### src/rtl/trng_packer.sv
// trng_packer: packs raw TRNG bits LSB-first into WORD_W-bit words, runs a
// repetition-count health test on the raw stream, and buffers completed
// words in a small FIFO with a valid/ready output handshake.
module trng_packer #(
  parameter int WORD_W     = 8,
  parameter int DEPTH      = 4,
  parameter int RCT_CUTOFF = 32
) (
  input  logic                         clk,
  input  logic                         rst,
  input  logic                         i_valid,
  input  logic                         i_bit,
  input  logic                         i_clear,
  input  logic                         i_ready,
  output logic                         o_valid,
  output logic [WORD_W-1:0]            o_data,
  output logic [$clog2(DEPTH+1)-1:0]   o_level,
  output logic                         o_health_fail,
  output logic                         o_overflow
);

  localparam int CW = $clog2(WORD_W);
  localparam int PW = $clog2(DEPTH);
  localparam int LW = $clog2(DEPTH+1);

  localparam logic [CW-1:0] LastBit   = CW'(WORD_W - 1);
  localparam logic [LW-1:0] LevelFull = LW'(DEPTH);
  localparam logic [LW-1:0] LevelOne  = LW'(1);
  localparam logic [PW-1:0] PtrOne    = PW'(1);
  localparam logic [7:0]    Cutoff    = 8'(RCT_CUTOFF);

  typedef enum logic {
    COLLECT = 1'b0,
    FAIL    = 1'b1
  } state_e;

  state_e            state_q, state_d;
  logic [CW-1:0]     bitcnt_q, bitcnt_d;
  logic [WORD_W-1:0] asm_q, asm_d;
  logic [7:0]        rct_q, rct_d;
  logic              prev_q, prev_d;
  logic              fail_q, fail_d;
  logic              ovf_q, ovf_d;
  logic [PW-1:0]     wptr_q, wptr_d;
  logic [PW-1:0]     rptr_q, rptr_d;
  logic [LW-1:0]     level_q, level_d;
  logic [WORD_W-1:0] mem_q [DEPTH];

  logic              pop;
  logic              accept;
  logic              complete;
  logic              trip;
  logic              push_req;
  logic              push;
  logic              drop;
  logic [7:0]        rct_next;
  logic [WORD_W-1:0] word;

  // Datapath decode: what the current bit does to the word, run counter and FIFO.
  always_comb begin
    word            = asm_q;
    word[bitcnt_q]  = i_bit;
    pop             = (level_q != '0) && i_ready;
    accept          = (state_q == COLLECT) && i_valid && !i_clear;
    complete        = accept && (bitcnt_q == LastBit);
    if ((rct_q == 8'd0) || (i_bit != prev_q)) begin
      rct_next = 8'd1;
    end else if (rct_q == Cutoff) begin
      rct_next = rct_q;
    end else begin
      rct_next = rct_q + 8'd1;
    end
    trip     = accept && (rct_next == Cutoff);
    push_req = complete && !trip;
    push     = push_req && ((level_q != LevelFull) || pop);
    drop     = push_req && (level_q == LevelFull) && !pop;
  end

  // Next-state for the collect/fail FSM, assembly, health test and FIFO pointers.
  always_comb begin
    state_d  = state_q;
    bitcnt_d = bitcnt_q;
    asm_d    = asm_q;
    rct_d    = rct_q;
    prev_d   = prev_q;
    fail_d   = fail_q;
    ovf_d    = ovf_q;
    wptr_d   = push ? wptr_q + PtrOne : wptr_q;
    rptr_d   = pop  ? rptr_q + PtrOne : rptr_q;
    level_d  = level_q;
    if (push && !pop) begin
      level_d = level_q + LevelOne;
    end else if (pop && !push) begin
      level_d = level_q - LevelOne;
    end

    if (i_clear) begin
      state_d  = COLLECT;
      fail_d   = 1'b0;
      ovf_d    = 1'b0;
      bitcnt_d = '0;
      asm_d    = '0;
      rct_d    = 8'd0;
      prev_d   = 1'b0;
    end else if (accept) begin
      prev_d = i_bit;
      rct_d  = rct_next;
      if (trip) begin
        state_d  = FAIL;
        fail_d   = 1'b1;
        bitcnt_d = '0;
        asm_d    = '0;
      end else if (complete) begin
        bitcnt_d = '0;
        asm_d    = '0;
        if (drop) begin
          ovf_d = 1'b1;
        end
      end else begin
        bitcnt_d = bitcnt_q + CW'(1);
        asm_d    = word;
      end
    end
  end

  // Control and status registers, cleared asynchronously by the low-active reset.
  always_ff @(posedge clk or negedge rst) begin
    if (!rst) begin
      state_q  <= COLLECT;
      bitcnt_q <= '0;
      asm_q    <= '0;
      rct_q    <= 8'd0;
      prev_q   <= 1'b0;
      fail_q   <= 1'b0;
      ovf_q    <= 1'b0;
      wptr_q   <= '0;
      rptr_q   <= '0;
      level_q  <= '0;
    end else begin
      state_q  <= state_d;
      bitcnt_q <= bitcnt_d;
      asm_q    <= asm_d;
      rct_q    <= rct_d;
      prev_q   <= prev_d;
      fail_q   <= fail_d;
      ovf_q    <= ovf_d;
      wptr_q   <= wptr_d;
      rptr_q   <= rptr_d;
      level_q  <= level_d;
    end
  end

  // FIFO storage; contents are only visible while the level says they are valid.
  always_ff @(posedge clk) begin
    if (push) begin
      mem_q[wptr_q] <= word;
    end
  end

  assign o_valid       = (level_q != '0);
  assign o_data        = o_valid ? mem_q[rptr_q] : '0;
  assign o_level       = level_q;
  assign o_health_fail = fail_q;
  assign o_overflow    = ovf_q;

endmodule

### config.mk
export PLATFORM = sky130hd
export DESIGN_NAME = trng_packer
export DESIGN_NICKNAME = d
export VERILOG_FILES = /design/src/rtl/trng_packer.sv
export SDC_FILE = /design/constraint.sdc
export NUM_CORES = 1
export LEC_CHECK = 0
export BUFFER_PORTS_ARGS = -buffer_cell sky130_fd_sc_hd__buf_2
export CAP_MARGIN = 20
export CORE_MARGIN = 2
export CORE_UTILIZATION = 33
export CTS_CLUSTER_SIZE = 10
export DETAILED_ROUTE_END_ITERATION = 10
export GPL_ROUTABILITY_DRIVEN = 0
export SKIP_CTS_REPAIR_TIMING = 1
export SLEW_MARGIN = 25
export SYNTH_ARGS = -nofsm -noshare
export SYNTH_HDL_FRONTEND = slang
export SYNTH_SLANG_ARGS = --single-unit
### constraint.sdc
create_clock -name clk -period 3.75 [get_ports clk]
set_input_delay 0.75 -clock clk [delete_from_list [all_inputs] [get_ports clk]]
set_output_delay 0.75 -clock clk [all_outputs]
set_load 0.03 [all_outputs]
== Word level (Yosys, flattened, before mapping) ==
Memories as Yosys holds them, arrays and structs flattened.
Cells that the tools add are included.
Storage, ports and cells
  bits in registers: 29
  bits in latches: 0
  bits in writable memories: 32
  memory bits (read-only): 0
  input bits: 6
  output and inout bits: 14
  logic and storage cells: 83
  memories: 1
Memories
  mem_q: depth 4, width 8, rd ports 1, clocked after memory_dff 0, wr ports 1, RTL line 47  | logic [WORD_W-1:0] mem_q [DEPTH];
Cells by class
  add/subtract/negate cells: 6
  multipliers: 0
  div/mod/pow operators: 0
  $lt $le $gt $ge: 2
  eq/ne operators: 7
  shift-type cells: 0
  muxes and demuxes: 30
  bitwise logic cells: 1
  reduce and logical (&&, ||, !) cells: 27
Operator list (count)
  8-bit 2-to-1 mux: 9
  3-bit 2-to-1 mux: 6
  8-bit by 6-bit equality test with 1-bit output, second input constant: 2
  1-bit 2-to-1 mux: 13
  1-bit logical AND: 12
  2-bit nonzero test: 5
  8-bit by 1-bit adder with 8-bit output, second input constant: 1
  8-bit bitwise mux: 1
  8-bit logical NOT: 1
  3-bit by 1-bit adder with 3-bit output, second input constant: 2
  3-bit equality test, second input constant: 2
  2-bit by 1-bit adder with 2-bit output, second input constant: 2
  1-bit logical NOT: 4
  3-bit by 4-bit less-than comparator with 1-bit output, second input constant: 1
  4-bit AND reduction: 1
  1-bit demux with 3-bit select: 1
  3-bit by 1-bit >= comparator with 1-bit output, second input constant: 1
  3-bit != test, second input constant: 1
  3-bit nonzero test: 1
  3-bit by 1-bit subtractor with 3-bit output, second input constant: 1
  1-bit logical OR: 2
  2-bit != test, second input constant: 1
  2-bit AND reduction: 1
  1-bit != test: 1
  1-bit inverter: 1

== Longest topological paths before layout ==
Gate-level depths: netlist of the first run.
  word-level depth: 14
  gate-level depth with buffers: 14
  depth with buffers taken out: 13

== Least setup slack after synthesis of the first run ==
OpenSTA, ideal clock, no wires.
  kind: register to register
  from: reg rct_q[0]
  to: reg level_q[2], in the netlist o_level[2]
  library setup time: 0.080 ns
  data arrival time: 2.996 ns
  data required time: 3.670 ns
  slack: 0.673 ns
  stages on the path, launching flop included: 15
  buffers on the path: 1
  clock period less this slack: 3.077 ns
  cells stage by stage: dfrtp_1 > clkbuf_1 > inv_1 > ha_1 > or4b_4 > nor3_4 > a211o_1 > a211oi_4 > a21oi_2 > ha_1 > inv_1 > fa_1 > xor2_1 > nor2_1 > xor2_1
On the way
  cells in the longest elaborated chain, start to end: 11
  elaborated cells between the ends (all ways): 16
  those cells by class: 1 x add/sub; 2 x eq/ne; 3 x mux; 10 x reduce/logical
RTL lines
  from (decl): RTL line 40  | logic [7:0] rct_q, rct_d;
  from (signal assigned): RTL line 143  | rct_q <= rct_d;
  8-bit by 1-bit adder with 8-bit output, or another cell as far along: RTL line 71  | rct_next = rct_q + 8'd1;
  8-bit 2-to-1 mux / 1-bit logical OR (equally long branches): RTL line 68, 66
  8-bit 2-to-1 mux *: RTL line 66  | if ((rct_q == 8'd0) || (i_bit != prev_q)) begin
  8-bit by 6-bit equality test with 1-bit output *: RTL line 73  | trip = accept && (rct_next == Cutoff);
  1-bit logical AND *: RTL line 73
  1-bit logical NOT *: RTL line 74  | push_req = complete && !trip;
  1-bit logical AND *: RTL line 74
  1-bit logical AND *: RTL line 75  | push = push_req && ((level_q != LevelFull) || pop);
  named net push: RTL line 54  | logic push;
  1-bit logical NOT: RTL line 93  | end else if (pop && !push) begin
  1-bit logical AND: RTL line 93
  2-bit nonzero test (no line)
  to (signal assigned): RTL line 149  | level_q <= level_d;
  to (decl): RTL line 46  | logic [LW-1:0] level_q, level_d;
The timed path passes the listed nets; every way through them passes the cells marked *.
A chain may end at the register's enable or synchronous reset.

== Worst setup path after layout of the first run ==
Same ends and word-level chain as after synthesis.

==> impl_metrics.ini, run 1 <==
[yosys]
netlist_top_cells_area = edfxtp_1 (32%), dfrtp_1 (24%), mux4_2 (5.9%), ha_1 (3.7%), o21ai_0 (3.0%)
synth_edf_count = 32
yosys_warnings = 0
synth_top_area_cell = edfxtp_1
synthCells = 250
syn_area_per_cell_sq_um = 12.2
synthSimpleGateAreaFrac_pct = 14.6
syn-num-nets = 266
synth_xor_area_share_pct = 2.88
ys_types = 46
synth.top_cell.area_share_pct = 31.6
yosysSeqAreaShare_pct = 55.5
synth.area.mux_share_pct = 9.42
synth_compound_area_share_pct = 9.13
netlist_area_sq_mm = 0.00304
async_flop_share_pct = 47.5
synth_top_family_by_area = simple AND/OR/NAND/NOR gates
synthFlopType = edfxtp_1
synthAdderAreaFrac_pct = 4.36
synth_seq_cells = 61

[critical_path]
crit_buf_inv = 2
cp_cell_sequence = inv_1 -> ha_1 -> or4b_4 -> nor3_4 -> a211o_1 -> a211oi_4 -> a21oi_2 -> ha_1 -> inv_1 -> fa_1 -> xor2_1 -> nor2_1 -> xor2_1
critical_path.max_fanout = 10
critical_path_arrival_ns = 3.58
required_ns = 4.01
crit_slowest_cell = dfrtp_1
slowest_delay_ns = 0.49
path_delay_family = simple AND/OR/NAND/NOR gates
worstSetupEndpointType = register
startpoint_type = register
crit_type = reg -> reg

[global_route]
grtUsageTotal_pct = 11.9
grt_pass1_vias = 1810
grt_first_pass_wirelength_um = 9280
grt_max_degree = 30
antenna_found_initial = 0
overflow = 0

[placed_design]
portBuffers = 19
hpwl_um = 3870
post_dp_cell_area_sq_mm = 0.00321

[cts]
clk_pin_slew_worst_paths_ns = 0.07
cts_htree_levels = 3
clock-sinks = 61
cts_root_buffer = clkbuf_8
numCtsBuffers = 9
cts_buffer_depth = 2
clock_latency_ns = 0.34
cts_tree = yes

[timing]
finalSetupViolations = 0
fin_skew_ns = 0.00446
period_share_pct = 88.6
setup_tns_ns = 0
fmax_mhz = 301
rsz0062_at_grt = no
fin_crit_ns = 3.32
final-hold-violation-count = 0
worstMarginPinSlew_ns = 0.686
finalMaxSlewViolations = 0
max_slew_margin_pct = 54.2

[finish]
area_growth_pct = 12.3
n_antenna_cell = 0
fin_nets = 281
fillers = 894
drive_above_1_share_pct = 20.4
layout.area.seq_sq_mm = 0.00169
fin_area_sq_mm = 0.00341
multiInputGateArea_sq_mm = 0.00123

[drt]
wirelength_um = 5660
first_pass_iters = 4
wire_per_inst_um = 14.8
num_vias = 1901
drt-vias-per-instance = 4.99
drc_errors = 0
drtAntennaViolNets = 0
drtIter0Drc = 92

[floorplanning]
fp.dieW_um = 100
row_count = 35
die_h_um = 100
dieArea_sq_mm = 0.0100
start_util_pct = 33.4
core_area_sq_mm = 0.00911
pin_count = 20

[power_and_ir_drop]
p_per_area_mw_per_mm2 = 551
cellLeakagePower_nw = 1.40
peakVddDrop_mv = 0.172

[min_path]
worstHoldPathType = in -> async

[run_status]
status = finished clean

[job]
cap_violations = 0
## cells in the final DEF, fill, tap and decap left out, drive strengths merged, types with 4 or more instances in the layout
cell type	netlist	routed
ha	9	9
mux4	8	8
nor2b	5	5
clkbuf	13	9
nor2	10	10
mux2i	8	8
a21oi	6	6
nand2	19	19
xnor2	7	7
buf	3	20
nand3	10	10
edfxtp	32	32
o21ai	18	18
nor3	5	5
nor3b	4	4
o31ai	4	4
clkinv	0	4
dfrtp	29	29
inv	15	15
and2	12	12
## per-layer routing
layer	GRT usage, %	part of all wire [%]	up-vias
li1	-	-	922
met1	16.7	47	930
met2	17.8	48	43
met3	3.48	4.2	6
met4	4.11	1.0	0
met5	0	0	-
## state kept, by name, indices dropped and copies added, names as in the netlist
| signal | cells |
|---|---|
| mem_q | 32 |
| o_level | 3 |
| rptr_q | 2 |
| bitcnt_q | 3 |
| o_health_fail | 1 |
| o_overflow | 1 |
| rct_q | 8 |
| prev_q | 1 |
| asm_q | 8 |
| wptr_q | 2 |
## final cells by class
cell class	count	area share, %
flip-flops and latches	61	49.4
multi-input cells	158	36.0
well taps	111	4.07
clock buffers	9	3.63
repair buffers	20	3.00
clock inverters	7	2.24
inverters	15	1.65
## power by group
group | leakage [nW] | internal (W) | switching, W
clock network | 0.0954 | 0.000308 | 0.000274
logic | 0.617 | 0.000206 | 0.000271
registers | 0.687 | 0.000738 | 0.0000834
total | 1.40 | 0.00125 | 0.000629
## cell families (layout without fill, tap and decap cells)
logic type	count (synthesis)	in the layout
xor+xnor	10	10
simple gates	80	80
mux	18	18
compound gates	40	40
fa+ha+maj	10	10
buf+inv	31	51
flops	61	61
## stage by stage
step | std cells | utilization (%) | setup slack, ns | hold slack [ns] | power [W]
CTS | 381 | 37.5 | 0.414 | 0.468 | 0.00191
global route | 381 | 37.5 | 0.211 | 0.496 | 0.00197
global placement | 365 | 35.3 | 0.595 | 0.464 | 0.00131
detailed placement | 365 | 35.3 | 0.448 | 0.471 | 0.00132
floorplan | 250 | - | 0.673 | 0.449 | 0.00120
finish | 381 | 37.5 | 0.428 | 0.447 | 0.00188
## synth_stat cells, types with 2 or more instances
cell type / n
mux2i_1: 8
and3_1: 2
nand2b_1: 3
nor2b_1: 5
o211ai_1: 2
and2_1: 12
o31ai_1: 4
xor2_1: 3
ha_1: 9
mux4_2: 8
nand3_1: 10
a21oi_1: 5
xnor2_1: 7
nor3b_1: 4
nor3_1: 4
a32o_1: 3
edfxtp_1: 32
nand3b_1: 3
nand2_1: 18
clkbuf_1: 13
inv_1: 15
dfrtp_1: 29
o21ai_0: 18
or3_1: 2
nor2_1: 10
## path summary, 6_finish.rpt
check                      slack (ns)            startpoint                      to  cells past startpoint
min reg2reg                      0.48  asm_q[0]$_DFFE_PN0P_    asm_q[0]$_DFFE_PN0P_                      2
max                              0.43  rct_q[0]$_DFFE_PN0P_  o_level[2]$_DFFE_PN0P_                     13
max in group asynchronous        2.85                   rst  o_level[2]$_DFFE_PN0P_                      1
min in group clk                 0.48  asm_q[0]$_DFFE_PN0P_    asm_q[0]$_DFFE_PN0P_                      2
min                              0.45                   rst    rct_q[0]$_DFFE_PN0P_                      1
max reg2reg                      0.43  rct_q[0]$_DFFE_PN0P_  o_level[2]$_DFFE_PN0P_                     13
Power figures use the tool's default switching activity.
==> run 2: changes to the inputs <==
--- a/config.mk
+++ b/config.mk
@@ -7,6 +7,7 @@
 export LEC_CHECK = 0
 export BUFFER_PORTS_ARGS = -buffer_cell sky130_fd_sc_hd__buf_2
 export CAP_MARGIN = 20
+export CORE_ASPECT_RATIO = 1.75
 export CORE_MARGIN = 2
 export CORE_UTILIZATION = 33
 export CTS_CLUSTER_SIZE = 10
==> impl_metrics.ini, run 2 (synthesized netlist as in run 1, its figures left out) <==
[critical_path]
critical_path.max_fanout = 10
r2r.worst_path.cells = 13
critical_path_arrival_ns = 3.57
required_ns = 3.99
rr_endpoint = o_level[2]$_DFFE_PN0P_
rrSetupSlack_ns = 0.42
crit_type = reg -> reg
worstSetupEndpointType = register
r2r-start = rct_q[0]$_DFFE_PN0P_
startpoint_type = register

[finish]
fin_nets = 281
largest_reg_flops = 32
top_regs = mem_q: 32 flops, asm_q: 8 flops, rct_q: 8 flops
drive_above_1_share_pct = 19.3
multiInputGateArea_sq_mm = 0.00123
top_register = mem_q
mostFrequentLayoutCells = edfxtp_1 (32), dfrtp_1 (29), buf_2 (19)
area_growth_pct = 14.8
final_common_cell = edfxtp_1
fin_cells = 389
layout.area.seq_sq_mm = 0.00169
n_antenna_cell = 0
fin_area_sq_mm = 0.00349
fillers = 895

[global_route]
grtUsageTotal_pct = 12.2
grt_pass1_vias = 1885
grt_max_degree = 30
grt_first_pass_wirelength_um = 9200
antenna_found_initial = 0
overflow = 0

[min_path]
worstHoldPathType = in -> async

[floorplanning]
start_util_pct = 33.7
dieArea_sq_mm = 0.0100
die_h_um = 131
fp.dieW_um = 76.6
row_count = 46
pin_count = 20
core_area_sq_mm = 0.00904

[drt]
drtIter0Drc = 120
num_vias = 1861
first_pass_iters = 4
drc_errors = 0
wirelength_um = 5560
drtAntennaViolNets = 0
wire_per_inst_um = 14.3
drt-vias-per-instance = 4.78

[cts]
cts_tree = yes
clock_latency_ns = 0.32
clock-sinks = 61
clk_pin_slew_worst_paths_ns = 0.05
numCtsBuffers = 9
cts_buffer_depth = 2
cts_htree_levels = 3
cts_root_buffer = clkbuf_16

[run_status]
status = finished clean

[timing]
finalMaxSlewViolations = 0
setup_ws_ns = 0.422
fmax_mhz = 301
finalSetupViolations = 0
fin_crit_ns = 3.33
fin_skew_ns = 0.00621
period_share_pct = 88.7
final-hold-violation-count = 0
max_slew_margin_pct = 54.8
worstMarginPinSlew_ns = 0.678
rsz0062_at_grt = no
setup_tns_ns = 0

[job]
cap_violations = 0

[power_and_ir_drop]
peakVddDrop_mv = 0.239
cellLeakagePower_nw = 1.43
p_per_area_mw_per_mm2 = 578

[placed_design]
dpl_worst_slack_ns = 0.451
post_dp_cell_area_sq_mm = 0.00323
placed_cells = 374
portBuffers = 19
hpwl_um = 4100
==> run 2: per-stage QoR <==
step           hold slack [ns]  total power (W)  util [%]
6_report                 0.472          0.00202      38.6
5_1_grt                  0.516          0.00212      38.6
3_5_place_dp             0.472          0.00132      35.7
2_1_floorplan            0.449          0.00120         -
4_1_cts                  0.482          0.00205      38.6
3_3_place_gp             0.462          0.00131      35.7
==> run 2: final cells by class <==
cell class | count | share of cell area, %
Clock buffer | 10 | 6.84
Clock inverter | 5 | 0.788
Inverter | 15 | 1.61
Multi-Input combinational cell | 158 | 35.2
Sequential cell | 61 | 48.3
Tap cell | 120 | 4.30
Timing Repair Buffer | 20 | 2.94
==> run 2: routing by layer <==
| layer | GRT usage [%] | part of all wire, % | vias up |
|---|---|---|---|
| met3 | 1.92 | 1.3 | 7 |
| met1 | 11.0 | 37 | 911 |
| met2 | 24.8 | 60 | 15 |
| met4 | 7.38 | 2.2 | 0 |
| met5 | 0 | 0 | - |
| li1 | - | - | 928 |
==> run 2: how the worst max path moves through the flow <==
stage          slack [ns]  depth (start not counted)                  from                      to
2_1_floorplan        0.67                         14  rct_q[0]$_DFFE_PN0P_  o_level[2]$_DFFE_PN0P_
3_3_place_gp         0.57                         13  rct_q[0]$_DFFE_PN0P_  o_level[2]$_DFFE_PN0P_
4_1_cts              0.41                         13  rct_q[0]$_DFFE_PN0P_  o_level[2]$_DFFE_PN0P_
5_1_grt              0.15                         13  rct_q[0]$_DFFE_PN0P_  o_level[2]$_DFFE_PN0P_
3_5_place_dp         0.45                         13  rct_q[0]$_DFFE_PN0P_  o_level[2]$_DFFE_PN0P_
6_report             0.42                         13  rct_q[0]$_DFFE_PN0P_  o_level[2]$_DFFE_PN0P_
==> run 2: where the power goes <==
| group | switching, W | internal, W | total, W |
|---|---|---|---|
| clock network | 0.000266 | 0.000454 | 0.000720 |
| registers | 0.0000818 | 0.000740 | 0.000822 |
| logic | 0.000269 | 0.000208 | 0.000477 |
| total | 0.000617 | 0.00140 | 0.00202 |
==> run 2: worst max-delay path: stages (launching register included) <==
cell and delay [ns]:
dfrtp_1 0.48, inv_1 0.14, ha_1 0.14, or4b_4 0.49
nor3_4 0.27, a211o_1 0.20, a211oi_4 0.08, a21oi_2 0.32
ha_1 0.25, inv_1 0.07, fa_1 0.38, xor2_1 0.17
nor2_1 0.11, xor2_1 0.15
